**src/rtl/xy_route_lock.sv**
```systemverilog
// Per-input-port XY route decode and wormhole path lock.
// A head picks the output port, the allocator grant locks it, and the tail transfer releases it.
module xy_route_lock #(
  parameter int unsigned FLIT_W = 16,
  parameter int unsigned X_W    = 2,
  parameter int unsigned Y_W    = 2,
  parameter int unsigned MY_X   = 0,
  parameter int unsigned MY_Y   = 0
) (
  input  logic              clk,
  input  logic              rst_n,
  input  logic [FLIT_W-1:0] flit_in,
  input  logic              flit_valid,
  output logic              flit_ready,
  input  logic              out_ready,
  output logic [FLIT_W-1:0] flit_out,
  output logic              flit_out_valid,
  output logic [2:0]        sel,
  output logic              req,
  input  logic              grant,
  output logic              err,
  output logic [15:0]       pkt_cnt
);

  typedef enum logic [1:0] {IDLE, REQ, ACTIVE} state_t;

  typedef struct packed {
    logic           is_head;
    logic           is_tail;
    logic [X_W-1:0] dx;
    logic [Y_W-1:0] dy;
  } hdr_t;

  localparam logic [2:0] SEL_L    = 3'b000;
  localparam logic [2:0] SEL_N    = 3'b001;
  localparam logic [2:0] SEL_E    = 3'b010;
  localparam logic [2:0] SEL_S    = 3'b011;
  localparam logic [2:0] SEL_W    = 3'b100;
  localparam logic [2:0] SEL_NONE = 3'b111;

  localparam logic [X_W-1:0] MY_XV = X_W'(MY_X);
  localparam logic [Y_W-1:0] MY_YV = Y_W'(MY_Y);

  state_t     state;
  hdr_t       hdr;
  logic [2:0] route;
  logic       xfer;

  // Type bit 0 marks a head, bit 1 marks a tail; 11 is a single-flit packet.
  always_comb begin
    hdr.is_head = flit_in[FLIT_W-2];
    hdr.is_tail = flit_in[FLIT_W-1];
    hdr.dx      = flit_in[X_W+Y_W-1:Y_W];
    hdr.dy      = flit_in[Y_W-1:0];
  end

  // X is resolved fully before Y, which keeps the mesh deadlock-free.
  always_comb begin
    route = SEL_L;
    if (hdr.dx > MY_XV)      route = SEL_E;
    else if (hdr.dx < MY_XV) route = SEL_W;
    else if (hdr.dy > MY_YV) route = SEL_N;
    else if (hdr.dy < MY_YV) route = SEL_S;
  end

  always_comb begin
    flit_ready = 1'b0;
    case (state)
      IDLE:    flit_ready = flit_valid & ~hdr.is_head;
      ACTIVE:  flit_ready = out_ready;
      default: flit_ready = 1'b0;
    endcase
  end

  assign flit_out       = flit_in;
  assign flit_out_valid = (state == ACTIVE) & flit_valid & out_ready;
  assign xfer           = flit_out_valid;

  always_ff @(posedge clk or negedge rst_n) begin
    if (!rst_n) begin
      state   <= IDLE;
      sel     <= SEL_NONE;
      req     <= 1'b0;
      err     <= 1'b0;
      pkt_cnt <= 16'd0;
    end else begin
      err <= 1'b0;
      case (state)
        IDLE: begin
          if (flit_valid && hdr.is_head) begin
            sel   <= route;
            req   <= 1'b1;
            state <= REQ;
          end else if (flit_valid) begin
            err <= 1'b1;
          end
        end
        REQ: begin
          if (grant) begin
            req   <= 1'b0;
            state <= ACTIVE;
          end
        end
        ACTIVE: begin
          // A head seen mid-packet is only a body here; just the tail bit matters.
          if (xfer && hdr.is_tail) begin
            sel     <= SEL_NONE;
            pkt_cnt <= pkt_cnt + 16'd1;
            state   <= IDLE;
          end
        end
        default: begin
          sel   <= SEL_NONE;
          req   <= 1'b0;
          state <= IDLE;
        end
      endcase
    end
  end

endmodule

```
**config.mk**
```make
export PLATFORM = sky130hd
export DESIGN_NAME = xy_route_lock
export DESIGN_NICKNAME = d
export VERILOG_FILES = /design/src/rtl/xy_route_lock.sv
export SDC_FILE = /design/constraint.sdc
export NUM_CORES = 1
export LEC_CHECK = 0
export CORE_ASPECT_RATIO = 1.25
export CORE_MARGIN = 5
export CORE_UTILIZATION = 40
export CTS_CLUSTER_DIAMETER = 200
export DETAILED_ROUTE_END_ITERATION = 12
export PLACE_DENSITY = 0.83
export SYNTH_ARGS = -nofsm -noshare
export SYNTH_HDL_FRONTEND = slang
export SYNTH_SLANG_ARGS = --single-unit
```
**constraint.sdc**
```tcl
create_clock -name clk -period 4.5 [get_ports clk]
set_input_delay 0.675 -clock clk [delete_from_list [all_inputs] [get_ports clk]]
set_output_delay 0.675 -clock clk [all_outputs]
set_load 0.05 [all_outputs]
```
* After elaboration in Yosys (flattened, before gate mapping)
Index checks and enable logic that the tools add are counted.
** Word-level totals
- Output and inout bits :: 39
- Bits in registers :: 23
- Word-level logic and storage cells :: 46
** Cells by class
- Reduce and logical (&&, ||, !) cells :: 7
- $add $sub $neg :: 1
- Magnitude comparators :: 4
- Multiplexer cells :: 18
- Equal/unequal tests :: 5
- Bitwise logic cells :: 6
** Operators by type and width (count)
- 16-bit by 1-bit adder with 16-bit output (second input constant) :: 1
- 3-bit two-way mux :: 4
- 2-bit two-way mux :: 5
- 3-bit one-hot mux with 3 select lines :: 1
- 3-bit AND reduction :: 3
- 2-bit one-hot mux with 3 select lines :: 1
- 1-bit two-way mux :: 5
- 2-bit by 1-bit greater-than comparator with 1-bit output (second input constant) :: 2
- 2-bit by 1-bit < comparator with 1-bit output (second input constant) :: 2
- 2-bit != test (second input constant) :: 2
- 1-bit AND :: 3
- 1-bit inverter :: 3
- 1-bit one-hot mux with 3 select lines :: 1
- 2-bit by 1-bit equality test with 1-bit output (second input constant) :: 1
- 2-bit equality test (second input constant) :: 1
- 1-bit logical AND :: 2
- 2-bit logical NOT :: 1
- 2-bit by 1-bit != test with 1-bit output (second input constant) :: 1
- 1-bit one-hot mux with 2 select lines :: 1
- 2-bit AND reduction :: 1

* Depth between registers and ports, before layout
Gate-level depths: netlist (run 1).
- Word-level depth :: 7
- Mapped depth :: 6

* Worst setup path after synthesis (run 1)
Ideal clock, no wire load.
- Kind :: input -> output
- From :: input flit_in[14]
- To :: output flit_ready
- Arrival :: 1.464 ns
- Cell stages on the path :: 3
- Buffers on the path :: 0
- Slack :: 2.361 ns
- Cells stage by stage :: nor2_1 > a22oi_1 > nor2_1
** Between the ends
- Cells in the longest elaborated chain, start to end :: 3
** RTL lines
- from (decl) :: RTL line 12 : input logic [FLIT_W-1:0] flit_in,
- 1-bit inverter :: RTL line 69 : IDLE: flit_ready = flit_valid & ~hdr.is_head;
- 1-bit AND :: RTL line 69
- 1-bit one-hot mux with 2 select lines :: RTL line 68 : case (state)
- to (decl) :: RTL line 14 : output logic flit_ready,
Every way passes these cells.

* Final worst setup path (run 1)
- From :: input flit_valid
- To :: output flit_out_valid
** Between the ends
- Cells in the longest elaborated chain, start to end :: 2
** RTL lines
- from (decl) :: RTL line 13 : input logic flit_valid,
- 1-bit AND (2 in a row) :: RTL line 76 : assign flit_out_valid = (state == ACTIVE) & flit_valid & out_ready;
- to (decl) :: RTL line 17 : output logic flit_out_valid,
Every way passes these cells.

==> results of run 1 <==
## registers in the layout, summed over array words and instances (netlist names)
signal	count
err	1
pkt_cnt	16
req	1
sel	3
state	2
## synth_stat cells
| cell type | number | area share |
|---|---|---|
| dfrtp_1 | 20 | 0.42 |
| buf_4 | 17 | 0.11 |
| xnor2_1 | 9 | 0.067 |
| nand2_1 | 7 | 0.022 |
| nor2_1 | 6 | 0.019 |
| xor2_1 | 6 | 0.044 |
| nand3_1 | 5 | 0.021 |
| nor3_1 | 4 | 0.017 |
| a21oi_1 | 3 | 0.013 |
| dfstp_2 | 3 | 0.067 |
| nand4_1 | 3 | 0.016 |
| and4_1 | 2 | 0.015 |
| inv_1 | 2 | 0.0063 |
| o22ai_1 | 2 | 0.011 |
| a22oi_1 | 1 | 0.0063 |
| a31oi_1 | 1 | 0.0053 |
| and2_1 | 1 | 0.0053 |
| and3_1 | 1 | 0.0053 |
| and4bb_2 | 1 | 0.011 |
| buf_6 | 1 | 0.0095 |
| ha_1 | 1 | 0.011 |
| mux2_2 | 1 | 0.0095 |
| nand2b_1 | 1 | 0.0053 |
| nand3b_1 | 1 | 0.0063 |
| nand4b_4 | 1 | 0.020 |
| nor2b_1 | 1 | 0.0053 |
| nor4_2 | 1 | 0.011 |
| nor4_4 | 1 | 0.018 |
| nor4b_1 | 1 | 0.0074 |
| o21a_1 | 1 | 0.0063 |
| o21ai_0 | 1 | 0.0042 |
| or2b_1 | 1 | 0.0063 |
## metal layers
metal | track usage | vias up | part of all wire
met5 | 0 | - | 0
met1 | 0.149 | 393 | 0.43
met4 | 0.0378 | 0 | 0.0062
met3 | 0.0438 | 4 | 0.092
li1 | - | 400 | -
met2 | 0.210 | 39 | 0.47
## final timing paths
check,startpoint,endpoint,slack (ns),cells after the start
min in group asynchronous,rst_n,pkt_cnt[15],0.92,1
max in group asynchronous,rst_n,pkt_cnt[2],2.98,1
min,pkt_cnt[15],pkt_cnt[15],0.49,1
max reg2reg,state[1],pkt_cnt[10],2.80,4
max,flit_valid,flit_out_valid,1.42,4
min reg2reg,pkt_cnt[15],pkt_cnt[15],0.49,1
## layout make-up
class	instances	area (sq um)
tap	36	45.0
timing repair buffer	39	390
fill	274	1380
multi-input combinational	64	458
inverter	2	7.51
sequential	23	579
clock buffer	4	26.3
## metrics by stage
step | cells | setup WS, ns | utilization | hold WS, ns
final | 168 | 1.42 | 0.521 | 0.493
after global routing | 168 | 1.34 | 0.521 | 0.519
after CTS | 168 | 1.40 | 0.521 | 0.490
after floorplan | 107 | 2.36 | - | 0.379
after detailed placement | 164 | 1.41 | 0.512 | 0.465
after global placement | 164 | 1.47 | 0.512 | 0.465
## logic make-up (layout without fill, tap and decap cells)
group | Yosys count | after routing | synth area share
and+or+nand+nor | 38 | 38 | 0.210
DFF | 23 | 23 | 0.489
buffers and inverters | 20 | 45 | 0.124
xor gates and xnor gates | 15 | 15 | 0.111
AOI/OAI and AO/OA | 9 | 9 | 0.0455
adders and majority gates | 1 | 1 | 0.0106
muxes | 1 | 1 | 0.00951
## power breakdown
group	total (uW)	internal [uW]	switching, uW
clock	91.5	34.5	57.1
combinational	283	103	180
sequential	289	249	40.6
total	664	386	278
==> out/qor.yml, run 1 <==
timing:
  clock.fmax_ghz: 0.325
  setup_violations: 0
  drv_slew: 0
  fin_crit_ns: 3.08
  tns_ns: 0
  period_share: 0.684
  rsz0062_at_grt: "false"
  tightest_slew_ns: 1.01
  skew_ns: 0.00389
  hold_viol: 0
  maxSlewHeadroom: 0.326
critical_path:
  cp_common_cell: "clkdlybuf4s50_1"
  cp.arrival_ns: 2.40
  crit_family: "buffers and inverters"
  crit_chain: "clkdlybuf4s50_1 > nand4b_4 > inv_1 > clkdlybuf4s50_1"
  cp_num_buf_inv: 3
  cp_max_fo: 6
  critPathLaunchType: "input port"
  cp-end-kind: "output pin"
  cp_slowest_cell: "clkdlybuf4s50_1"
  worstSetupPathType: "input port to output pin"
  slowest_delay_ns: 0.80
  cp.required_ns: 3.83
drt:
  via_count: 836
  drt-pass1-iter-count: 4
  wl_per_cell_um: 15.3
  drtIter0Drc: 12
  final_antenna_net_count: 0
  post_drt_via_cell_ratio: 4.98
  drc: 0
  routed_wl_um: 2580
placement:
  dp_hpwl_um: 1970
  placed_area_sq_um: 1480
  io_buffers: 39
  place.gp.congestion: 0.741
cts:
  holdBufCountCts: 0
  htreeDepth: 1
  cts_root_buf: "clkbuf_4"
  cts_tree: "yes"
  clkLatencyLatePin_ns: 0.30
  postCtsSetupBuffers: 0
  cts_buffer_depth: 2
  cts_inserted_buffers: 3
  clock_sinks: 23
  clk_pin_slew_worst_paths_ns: 0.12
  ctsResizeCount: 0
pwr:
  leakagePower_uw: 0.000660
  p_total_uw: 664
  irDropWorstVdd_mv: 0.246
  powerDensity_nw_per_um2: 441
global_route:
  gr-usage-all-layers: 0.125
  grt_pass1_wl_um: 4200
  grt_antenna_before_repair: 0
  grt_pass1_vias: 927
  grt_max_degree: 24
  grt-ovfl-total: 0
floorplan:
  initial_utilization: 0.410
  core-area_sq_um: 2890
  ios: 60
  rows: 22
  die_w_um: 58.7
  design.die.area_sq_um: 4150
  fp.dieH_um: 70.8
synth:
  synth.ff_latch_count: 23
  netlist_area_sq_um: 1180
  syn_avg_cell_area_sq_um: 11.1
  yosysUniqueCellTypes: 32
  yosys_warnings: 0
  syn_nets: 129
  ys_seq_area_frac: 0.489
  synth_cells: 107
final_layout:
  area_growth_pct: 27.3
  layout-drive-gt1-share: 0.0833
  mostFrequentLayoutCells: "clkdlybuf4s50_1 (39), dfrtp_1 (20), xnor2_1 (9), nand2_1 (7)"
  final_common_cell: "clkdlybuf4s50_1"
  antenna_cells: 0
  finalInstanceArea_sq_um: 1510
  nets: 155
hold_path:
  hp-class: "register to register"
outcome:
  status: "complete, no violations"
flow_run:
  maxCapViolations: 0
No activity file was read; power rests on OpenSTA's default activity.
==> run 2, diff against run 1 <==
Settings changed: CORE_UTILIZATION 40 to 35, PLACE_DENSITY 0.83 to 0.78.
Clock period 4.5 ns to 2.8 ns, I/O delays scaled along.
==> run 2 against run 1 <==
Design area up 1.7%. First-iteration DRC count is 130% higher. Power grew 68%. Sequential share of layout area down 0.66 points. Combinational power rose by 60%. Register-to-register slack worse by 1.7 ns. Sequential power is 61% higher. Wire length down 0.39%. Global-route usage decreased by 0.71 points. Highest routed layer unchanged. Die area grew 12%. Largest power group unchanged.
==> out/qor.yml, run 2 (same netlist as run 1, synthesis figures left out) <==
outcome:
  status: "complete, no violations"
final_layout:
  nets: 156  # +0.65%
  largest_reg_flops: 16  # unchanged
  instances_no_fill: 170  # +1.2%
  mostFrequentLayoutCells: "clkdlybuf4s50_1 (38), dfrtp_1 (20), xnor2_1 (9), nand2_1 (7)"
  layout-drive-gt1-share: 0.105  # +0.0219
  top_register: "pkt_cnt"
  fill_cells: 305  # +11%
  final_common_cell: "clkdlybuf4s50_1"
  antenna_cells: 0  # unchanged
  area_growth_pct: 29.5
  reg_top3: "pkt_cnt (16), sel (3), state (2)"
  fin_util: 0.476  # -0.0457
floorplan:
  rows: 23  # +4.5%
  die_w_um: 62.0  # +5.7%
  ios: 60  # unchanged
  fp.dieH_um: 75.0  # +5.9%
  design.die.area_sq_um: 4650  # +12%
  core-area_sq_um: 3220  # +12%
  initial_utilization: 0.367  # -0.0423
critical_path:
  cp_slowest_cell: "clkdlybuf4s50_1"
  crit_chain: "clkdlybuf4s50_1 > a22oi_1 > nor2_1 > clkdlybuf4s50_1"
  cp_max_fo: 6  # unchanged
  worst-r2r-cell-count: 4  # unchanged
  critPathLaunchType: "input port"
  slowest_delay_ns: 0.80  # about the same
  cp.required_ns: 2.38  # -1.45 ns
  cp_common_cell: "clkdlybuf4s50_1"
  ff2ff_setup_slack_ns: 1.09  # -1.71 ns
  crit_family: "buffers and inverters"
  cp.arrival_ns: 2.02  # -0.38 ns
  timing.rr.end: "pkt_cnt[10]"
  worstSetupPathType: "input port to output pin"
  cp-end-kind: "output pin"
  worstReg2RegStart: "state[1]"
  cp_num_buf_inv: 2  # -1
placement:
  place.gp.congestion: 0.769  # +3.8%
  dp_hpwl_um: 2040  # +3.8%
  dp.cells: 166  # +1.2%
  io_buffers: 39  # unchanged
cts:
  htreeDepth: 1  # unchanged
  cts_buffer_depth: 2  # unchanged
  clkLatencyLatePin_ns: 0.26  # -0.04 ns
  ctsResizeCount: 0  # unchanged
  clock_sinks: 23  # unchanged
  postCtsSetupBuffers: 0  # unchanged
  holdBufCountCts: 0  # unchanged
  cts_inserted_buffers: 3  # unchanged
  cts_root_buf: "clkbuf_8"
  cts_tree: "yes"
  clk_pin_slew_worst_paths_ns: 0.08  # -0.04 ns
global_route:
  gr-usage-all-layers: 0.118  # -0.00707
  grt_pass1_wl_um: 4000  # -4.8%
  grt_antenna_before_repair: 0  # unchanged
  grt_pass1_vias: 876  # -5.5%
  grt-ovfl-total: 0  # unchanged
  grt_max_degree: 24  # unchanged
pwr:
  leakagePower_uw: 0.000677  # +2.6%
  p_total_uw: 1120  # +68%
  switching_share: 0.405  # -0.0133
  irDropWorstVdd_mv: 0.624  # +150%
  clkPwrFrac: 0.178  # +0.040
  seq_power_share: 0.416  # -0.020
  comb_power_share: 0.406  # -0.020
  powerDensity_nw_per_um2: 729  # +65%
  switching_power_uw: 452  # +63%
  p_int_uw: 665  # +72%
drt:
  final_antenna_net_count: 0  # unchanged
  wl_per_cell_um: 15.1  # -1.6%
  post_drt_via_cell_ratio: 5.10  # +2.5%
  drc: 0  # unchanged
  via_count: 867  # +3.7%
  drtIter0Drc: 27  # +15
  drt-pass1-iter-count: 4  # unchanged
  routed_wl_um: 2570  # -0.39%
hold_path:
  hold_path_depth: 1  # unchanged
  min-delay-start: "pkt_cnt[15]"
  whs_endpoint: "pkt_cnt[15]"
  hp-class: "register to register"
timing:
  skew_ns: 0.00589  # +0.00200 ns
  hold_viol: 0  # unchanged
  period_share: 0.872
  fin_crit_ns: 2.44
  tns_ns: 0  # unchanged
  rsz0062_at_grt: "false"
  drv_slew: 0  # unchanged
  clock.fmax_ghz: 0.410
  tightest_slew_ns: 0.535  # -0.474 ns
  maxSlewHeadroom: 0.642  # +0.317
  setup_violations: 0  # unchanged
flow_run:
  maxCapViolations: 0  # unchanged
-- run 2: cell count changes in the layout (fill, tap and decap cells not counted) --
cell,before,now
clkbuf_8,0,3
clkbuf_4,3,0
buf_4,0,2
clkbuf_1,1,0
clkinv_2,0,1
clkdlybuf4s50_1,39,38
-- run 2: area by class of cell --
class,instances,area [sq um],area share
clock inverter,1,5.00,0.00327
timing repair buffer,40,395,0.258
multi-input combinational,64,458,0.299
tap,37,46.3,0.0302
clock buffer,3,41.3,0.0269
sequential,23,579,0.378
inverter,2,7.51,0.00490
-- run 2: power groups by stage --
| stage | logic, uW | registers [uW] | clock network (uW) |
|---|---|---|---|
| 2_1_floorplan | 222 | 604 | 0 |
| 3_3_place_gp | 448 | 465 | 0 |
| 3_5_place_dp | 458 | 472 | 0 |
| 4_1_cts | 460 | 466 | 208 |
| 5_1_grt | 480 | 478 | 222 |
| 6_report | 454 | 465 | 199 |
-- run 2: metrics by stage --
stage / worst slack, ns / hold WS [ns] / cell area [sq um]
after floorplan: 1.04 / 0.124 / 1180
after global placement: 0.384 / 0.461 / 1490
after detailed placement: 0.357 / 0.466 / 1490
after CTS: 0.356 / 0.477 / 1530
after global routing: 0.302 / 0.514 / 1530
final: 0.358 / 0.470 / 1530
-- run 2: how the worst max path moves through the flow --
stage / from / to / depth (start not counted)
2_1_floorplan: state[0] / pkt_cnt[1] / 5
3_3_place_gp: flit_valid / flit_ready / 4
3_5_place_dp: flit_valid / flit_ready / 4
4_1_cts: flit_valid / flit_ready / 4
5_1_grt: flit_in[14] / flit_ready / 5
6_report: flit_valid / flit_ready / 4
-- run 2: metal layers --
layer	wire length [um]	global-route usage	up-vias
li1	-	-	408
met1	947	0.133	419
met2	1320	0.189	34
met3	225	0.0240	6
met4	69	0.0920	0
met5	0	0	-
==> run 3, diff against run 2 <==
Settings changed: MAX_ROUTING_LAYER from default to met4.
==> run 3 against run 2 <==
Die area did not move. Final cell count unchanged. Sequential cell count stayed put. Clock skew did not move. Clock-buffer cell count unchanged. Sequential power barely moved. Via count is the same. First-iteration DRC count fell by 3.7%. Clock power barely moved. Combinational power is essentially flat. Core utilization unchanged. Non-clock buffer count unchanged. Largest cell class unchanged.
==> out/qor.yml, run 3 (same netlist as run 1, synthesis figures left out) <==
pwr:
  powerDensity_nw_per_um2: 729  # about the same
  irDropWorstVdd_mv: 0.624  # about the same
  leakagePower_uw: 0.000677  # unchanged
cts:
  ctsResizeCount: 0  # unchanged
  clkLatencyLatePin_ns: 0.26  # about the same
  clock_sinks: 23  # unchanged
  holdBufCountCts: 0  # unchanged
  htreeDepth: 1  # unchanged
  cts_buffer_depth: 2  # unchanged
  cts_inserted_buffers: 3  # unchanged
  cts_root_buf: "clkbuf_8"
  cts_tree: "yes"
  clk_pin_slew_worst_paths_ns: 0.08  # about the same
  postCtsSetupBuffers: 0  # unchanged
critical_path:
  cp.required_ns: 2.38  # about the same
  cp_slowest_cell: "clkdlybuf4s50_1"
  crit_chain: "clkdlybuf4s50_1 > a22oi_1 > nor2_1 > clkdlybuf4s50_1"
  cp-end-kind: "output pin"
  ff2ff_setup_slack_ns: 1.09  # about the same
  slowest_delay_ns: 0.80  # about the same
  cp.arrival_ns: 2.02  # about the same
  worstSetupPathType: "input port to output pin"
  worst-r2r-cell-count: 4  # unchanged
  cp_max_fo: 6  # unchanged
  cp_num_buf_inv: 2  # unchanged
  worstReg2RegStart: "state[1]"
  critPathLaunchType: "input port"
  cp_common_cell: "clkdlybuf4s50_1"
  crit_family: "buffers and inverters"
  timing.rr.end: "pkt_cnt[10]"
timing:
  maxSlewHeadroom: 0.642  # unchanged
  period_share: 0.872  # about the same
  hold_viol: 0  # unchanged
  tns_ns: 0  # unchanged
  drv_slew: 0  # unchanged
  setup_violations: 0  # unchanged
  tightest_slew_ns: 0.535  # unchanged
  whs_ns: 0.470  # unchanged
  rsz0062_at_grt: "false"
  worst_slack_ns: 0.358  # +0.0000930 ns
  skew_ns: 0.00589  # unchanged
  clock.fmax_ghz: 0.410  # about the same
  fin_crit_ns: 2.44  # -0.0000930 ns
global_route:
  grt_pass1_vias: 873  # -0.34%
  grt_max_degree: 24  # unchanged
  grt_antenna_before_repair: 0  # unchanged
  gr-usage-all-layers: 0.122  # +0.00354
  grt-ovfl-total: 0  # unchanged
  grt_pass1_wl_um: 4000  # unchanged
drt:
  wl_per_cell_um: 15.1  # -0.16%
  drt-pass1-iter-count: 4  # unchanged
  via_count: 867  # unchanged
  final_antenna_net_count: 0  # unchanged
  drc: 0  # unchanged
  post_drt_via_cell_ratio: 5.10  # unchanged
  routed_wl_um: 2560  # -0.16%
  drtIter0Drc: 26  # -3.7%
hold_path:
  min-delay-start: "pkt_cnt[15]"
  whs_endpoint: "pkt_cnt[15]"
  hold_path_depth: 1  # unchanged
  hp-class: "register to register"
final_layout:
  instances_no_fill: 170  # unchanged
  area_growth_pct: 29.5  # unchanged
  nets: 156  # unchanged
  finalInstanceArea_sq_um: 1530  # unchanged
  mostFrequentLayoutCells: "clkdlybuf4s50_1 (38), dfrtp_1 (20), xnor2_1 (9), nand2_1 (7)"
  final_common_cell: "clkdlybuf4s50_1"
  fill_cells: 305  # unchanged
  final-seq-area_sq_um: 579  # unchanged
  antenna_cells: 0  # unchanged
  reg_top3: "pkt_cnt (16), sel (3), state (2)"
  multiInputGateArea_sq_um: 458  # unchanged
  top_register: "pkt_cnt"
  largest_reg_flops: 16  # unchanged
  layout-drive-gt1-share: 0.105  # unchanged
floorplan:
  initial_utilization: 0.367  # unchanged
  fp.dieH_um: 75.0  # unchanged
  design.die.area_sq_um: 4650  # unchanged
  rows: 23  # unchanged
  core-area_sq_um: 3220  # unchanged
  ios: 60  # unchanged
  die_w_um: 62.0  # unchanged
placement:
  placed_area_sq_um: 1490  # unchanged
  dp_hpwl_um: 2040  # unchanged
  dp_slack_ns: 0.357  # unchanged
  place.gp.congestion: 0.779  # +1.3%
  io_buffers: 39  # unchanged
  dp.cells: 166  # unchanged
flow_run:
  maxCapViolations: 0  # unchanged
outcome:
  status: "complete, no violations"
==> run 3: final cells by class <==
type	count	share of cell area
sequential	23	0.378
multi-input combinational	64	0.299
timing repair buffer	40	0.258
tap	37	0.0302
clock buffer	3	0.0269
inverter	2	0.00490
clock inverter	1	0.00327
==> run 3: stage by stage <==
stage / utilization / total power [uW]
floorplan: - / 827
global placement: 0.461 / 914
detailed placement: 0.461 / 931
CTS: 0.476 / 1130
global route: 0.476 / 1180
finish: 0.476 / 1120
==> run 3: worst max path at each step <==
stage / start / endpoint / slack (ns) / cells past startpoint
finish: flit_valid / flit_ready / 0.36 / 4
global route: flit_in[14] / flit_ready / 0.30 / 5
CTS: flit_valid / flit_ready / 0.36 / 4
detailed placement: flit_valid / flit_ready / 0.36 / 4
global placement: flit_valid / flit_ready / 0.38 / 4
floorplan: state[0] / pkt_cnt[1] / 1.04 / 5
==> run 3: per-layer routing <==
metal  GRT usage  share of wire  up-vias
met5           -              0        -
met4      0.0920          0.027        0
met3      0.0206          0.081        6
met2       0.189           0.52       34
met1       0.135           0.37      419
li1            -              -      408
==> run 3: worst register-to-register path, stage by stage (launching register included) <==
cell and delay (ns):
dfrtp_1 0.54, nand4b_4 0.21, nor4_2 0.53, nand4_1 0.17, xnor2_1 0.15
==> run 3: power by group <==
group / internal, uW / leakage (uW) / total, uW / switching [uW]
registers: 400 / 0.000301 / 465 / 65.1
logic: 166 / 0.000350 / 454 / 288
clock network: 99.0 / 0.0000255 / 199 / 99.6
==> edit 1, RTL diff (settings of run 1) <==
Reset style: synchronous (`rst_n`), changed in one clocked block.
--- a/src/rtl/xy_route_lock.sv
+++ b/src/rtl/xy_route_lock.sv
@@ -78,3 +78,3 @@
 
-  always_ff @(posedge clk or negedge rst_n) begin
+  always_ff @(posedge clk) begin
     if (!rst_n) begin
Behaviour: differs if rst_n is asserted again (counterexample within 4 cycles, from zero or initial values and one cycle with rst_n low); with rst_n held inactive, the same outputs for 10 cycles.
==> edit 1 against run 1 <==
- sequential cell count unchanged
- core utilization is 0.43 points lower
- global-route usage up 1.6 points
- largest cell class is now multi-input combinational cells
- cell area shrank 0.83%
- area after synthesis stayed put
- setup slack worse by 0.044 ns
- synthesized cell count up 34%
- register-to-register slack worse by 0.41 ns
- cell count grew 20%
- wire length up 7.5%
- non-clock buffer count is the same
Power is not compared: it rests on default switching activity, and its combinational part moved more than twofold at a synthesized area within 25%.
==> edit 1: results (changes against run 1) <==
* Compound-cell area share of the yosys netlist at 12.9% (+8.4 points)
* Routed WL at 2770 µm (+7.5%)
* Routed length on met2 at 1460 µm (+20%)
* Yosys cell types at 32 (unchanged)
* Place WS at 1.38 ns (-0.0317 ns)
* Antenna diodes at 0 (unchanged)
* WL met3 at 134 µm (-43%)
* GP Congestion at 0.759 (+2.5%)
* Vias/cell at 5.34 (+7.3%)
* Synth async-reset ratio at 0% (-100 points)
* DR iter-0 viols at 32 (+20)
* Worst Tran Pin Value at 0.514 ns (-0.494 ns)
* Crit path max-delay family: buffers and inverters
* Synth cell count leaders: dfxtp_1 (23), buf_4 (17), a21oi_1 (15), o21ai_0 (11), nor2_1 (10)
* Xor and xnor fraction of the mapped netlist area at 4.44% (-6.7 points)
* Synthesized Nets at 165 (+28%)
* Share of layout cells above drive strength 1 at 2.42% (-5.9 points)
* Clock Latency Late Sink at 0.32 ns (+0.02 ns)
* PwrDens at 253 mW/mm²
* Tot GR Track Use at 14.1% (+1.6 points)
* Top Registers: pkt_cnt x16, sel x3, state x2
* Vias in the first global route at 1087 (+17%)
* Sequential share of the synthesized area at 38.9% (-10 points)
* Yosys Warn Count at 0 (unchanged)
* Grt total ovfl at 0 (unchanged)
* Initial antenna violation count at 0 (unchanged)
* Largest net degree at the start of global routing at 19 (-21%)
* Post-CTS Setup Repair Bufs at 0 (unchanged)
* Adder-cell share of the synthesized area at 1.06% (unchanged)
* Drt pass-1 iters at 4 (unchanged)
* First-pass GRT wire length at 4690 µm (+12%)
* Crit path max fanout at 5 (-1)
* Final HPWL DP at 2120 µm (+7.8%)
* Post-synthesis mux area share at 0.846% (-0.11 points)
* WL met1 at 1110 µm (+0.64%)
* TritonCTS Buffers at 3 (unchanged)
* Root Driver: clkbuf_4
* Port buffer count at 39 (unchanged)
* Top FF cell, synth: dfxtp_1
* Comb group at 67.2 µW
* Layout Nets at 188 (+21%)
* Sequential Power Share at 56.2%
* Top post-synthesis cells by area: dfxtp_1 (39%), buf_4 (11%), a21oi_1 (6.3%)
* Status: completed
* Clock slew at reported path FFs at 0.12 ns (about the same)
* Clock skew at 0.00113 ns (-0.00276 ns)
==> edit 1: cell count changes after synthesis, moves of 4 or more <==
cell / delta
dfxtp_1: +23
dfrtp_1: -20
a21oi_1: +12
o21ai_0: +10
or3_1: +8
xnor2_1: -6
inv_1: +4
nor2_1: +4
==> edit 1: final timing paths <==
| kind | startpoint | end | slack, ns | cells past startpoint |
|---|---|---|---|---|
| setup / recovery | flit_valid | flit_ready | 1.38 | 5 |
| hold / removal | pkt_cnt[15] | pkt_cnt[15] | 0.50 | 2 |
| setup reg to reg | state[1] | pkt_cnt[15] | 2.39 | 4 |
| hold reg to reg | pkt_cnt[15] | pkt_cnt[15] | 0.50 | 2 |
==> edit 1: per-stage QoR <==
stage | cell area, µm² | std cells
2_1_floorplan | 1180 | 143
3_3_place_gp | 1470 | 197
3_5_place_dp | 1470 | 197
4_1_cts | 1490 | 201
5_1_grt | 1490 | 201
6_report | 1490 | 201
==> edit 1: final cells by class <==
| type | count | area (µm²) |
|---|---|---|
| clock buffers | 4 | 26.3 |
| fillers | 261 | 1400 |
| inverters | 7 | 26.3 |
| multi-input cells | 92 | 546 |
| flip-flops and latches | 23 | 460 |
| well taps | 36 | 45.0 |
| repair buffers | 39 | 390 |
==> edit 1: kinds of logic (layout without fill, tap and decap cells) <==
kind of cell / after synthesis / after routing
AND/OR/NAND/NOR: 55 / 55
XOR/XNOR: 6 / 6
AO/OA/AOI/OAI: 29 / 29
adder cells (fa/ha/maj): 1 / 1
flip-flops: 23 / 23
multiplexers: 1 / 1
buffers and inverters: 28 / 50
==> edit 1: per-layer routing <==
| layer | GRT usage (%) | vias to the layer above |
|---|---|---|
| met2 | 24.8 | 32 |
| met4 | 8.82 | 0 |
| met1 | 15.5 | 504 |
| li1 | - | 532 |
| met5 | 0 | - |
| met3 | 2.01 | 5 |
==> edit 2, RTL diff (flow settings as in run 1) <==
Without the edit above. The parameter `Y_W` goes from 2 to 3.
--- a/src/rtl/xy_route_lock.sv
+++ b/src/rtl/xy_route_lock.sv
@@ -5,3 +5,3 @@
   parameter int unsigned X_W    = 2,
-  parameter int unsigned Y_W    = 2,
+  parameter int unsigned Y_W    = 3,
   parameter int unsigned MY_X   = 0,
Behaviour: not the same (Yosys sat finds a counterexample within 4 cycles, from zero or initial values and one cycle with rst_n low).
==> edit 2 against run 1 <==
- global-route usage up 1.1 points
- synthesized cell count is 5.6% higher
- critical path type unchanged
- cell area is 3.6% higher
- clock skew fell by 0.00073 ns
- setup slack got worse by 0.087 ns
- non-clock buffer count rose by 2
- critical path depth fell by 1
- sequential power up 3%
- register-to-register slack about the same
- area after synthesis grew 3.6%
- power grew 6.2%
- wire length increased by 2.6%
- sequential cell count is the same
==> edit 2: results (changes against run 1) <==
* Status: completed
* Tot GR Track Use at 13.6% (+1.1 points)
* Max IR drop VDD at 0.324 mV (+32%)
* Met3 Usage GRT at 4.63% (+0.25 points)
* Clock skew at 0.00316 ns (-0.000730 ns)
* Synthesized Nets at 135 (+4.7%)
* Max_slew headroom at 31.7% (-0.88 points)
* Layout Nets at 162 (+4.5%)
* Reg2reg end: pkt_cnt[15]
* Vias in the first global route at 996 (+7.4%)
* Post-Syn Instances at 113 (+5.6%)
* Port buffer count at 41 (+5.1%)
* Slowest Stage Delay on Critical Path at 0.86 ns (+0.06 ns)
* Final cell count without fillers at 175 (+4.2%)
* DR vias at 896 (+7.2%)
* Reg2reg setup slack at 2.81 ns (about the same)
* Xor and xnor fraction of the mapped netlist area at 10.7% (-0.39 points)
* CP arrival at 2.49 ns (+0.09 ns)
* GR Util met1 at 15.2% (+0.29 points)
* Final HPWL DP at 2110 µm (+7.5%)
* DR iter-0 viols at 23 (+11)
* GP Congestion at 0.836 (+13%)
* Top post-synthesis cells by area: dfrtp_1 (41%), buf_4 (9.8%), dfstp_2 (6.4%)
* Adder-cell share of the synthesized area at 1.02% (-0.037 points)
* Share of layout cells above drive strength 1 at 9.35% (+1.0 points)
* Compound-cell area share of the yosys netlist at 4.69% (+0.15 points)
* WHS at 0.482 ns (-0.0109 ns)
* First-pass GRT wire length at 4520 µm (+7.7%)
* Post-synthesis mux area share at 3.06% (+2.1 points)
## edit 2: metal layers
layer	share of wire [%]	routed length [µm]	vias to the layer above
li1	-	-	422
met1	39	1020	429
met2	51	1330	43
met3	10	268	2
met4	0.53	14	0
met5	0	0	-
## edit 2: area by class of cell
class	instances	area, µm²
Fill cell	265	1390
Sequential cell	23	579
Multi-Input combinational cell	66	480
Timing Repair Buffer	41	410
Tap cell	36	45.0
Clock buffer	4	26.3
Inverter	5	18.8
## edit 2: worst max-delay path by stage
stage                      startpoint             end  slack [ns]  cells past startpoint
after global routing       flit_valid  flit_out_valid        1.28                      3
final                      flit_valid  flit_out_valid        1.34                      3
after detailed placement   flit_valid  flit_out_valid        1.35                      3
after CTS                  flit_valid  flit_out_valid        1.35                      3
after floorplan           flit_in[14]      flit_ready        2.29                      3
after global placement     flit_valid  flit_out_valid        1.39                      3
## edit 2: logic make-up after synthesis
family | Yosys count
compound gates | 8
mux | 3
simple gates | 39
fa+ha+maj | 1
xor+xnor | 15
buf+inv | 24
flops | 23
## edit 2: report_power, final
part / internal, mW / leakage [nW] / switching, mW
Combinational: 0.113 / 0.374 / 0.199
Sequential: 0.253 / 0.290 / 0.0464
Clock: 0.0345 / 0.0150 / 0.0592
## edit 2: worst register-to-register path, delay by kind of cell (launching register included)
| family | cells | cell delay, ns |
|---|---|---|
| AND/OR/NAND/NOR | 3 | 0.92 |
| flip-flops | 1 | 0.52 |
| XOR/XNOR | 1 | 0.17 |
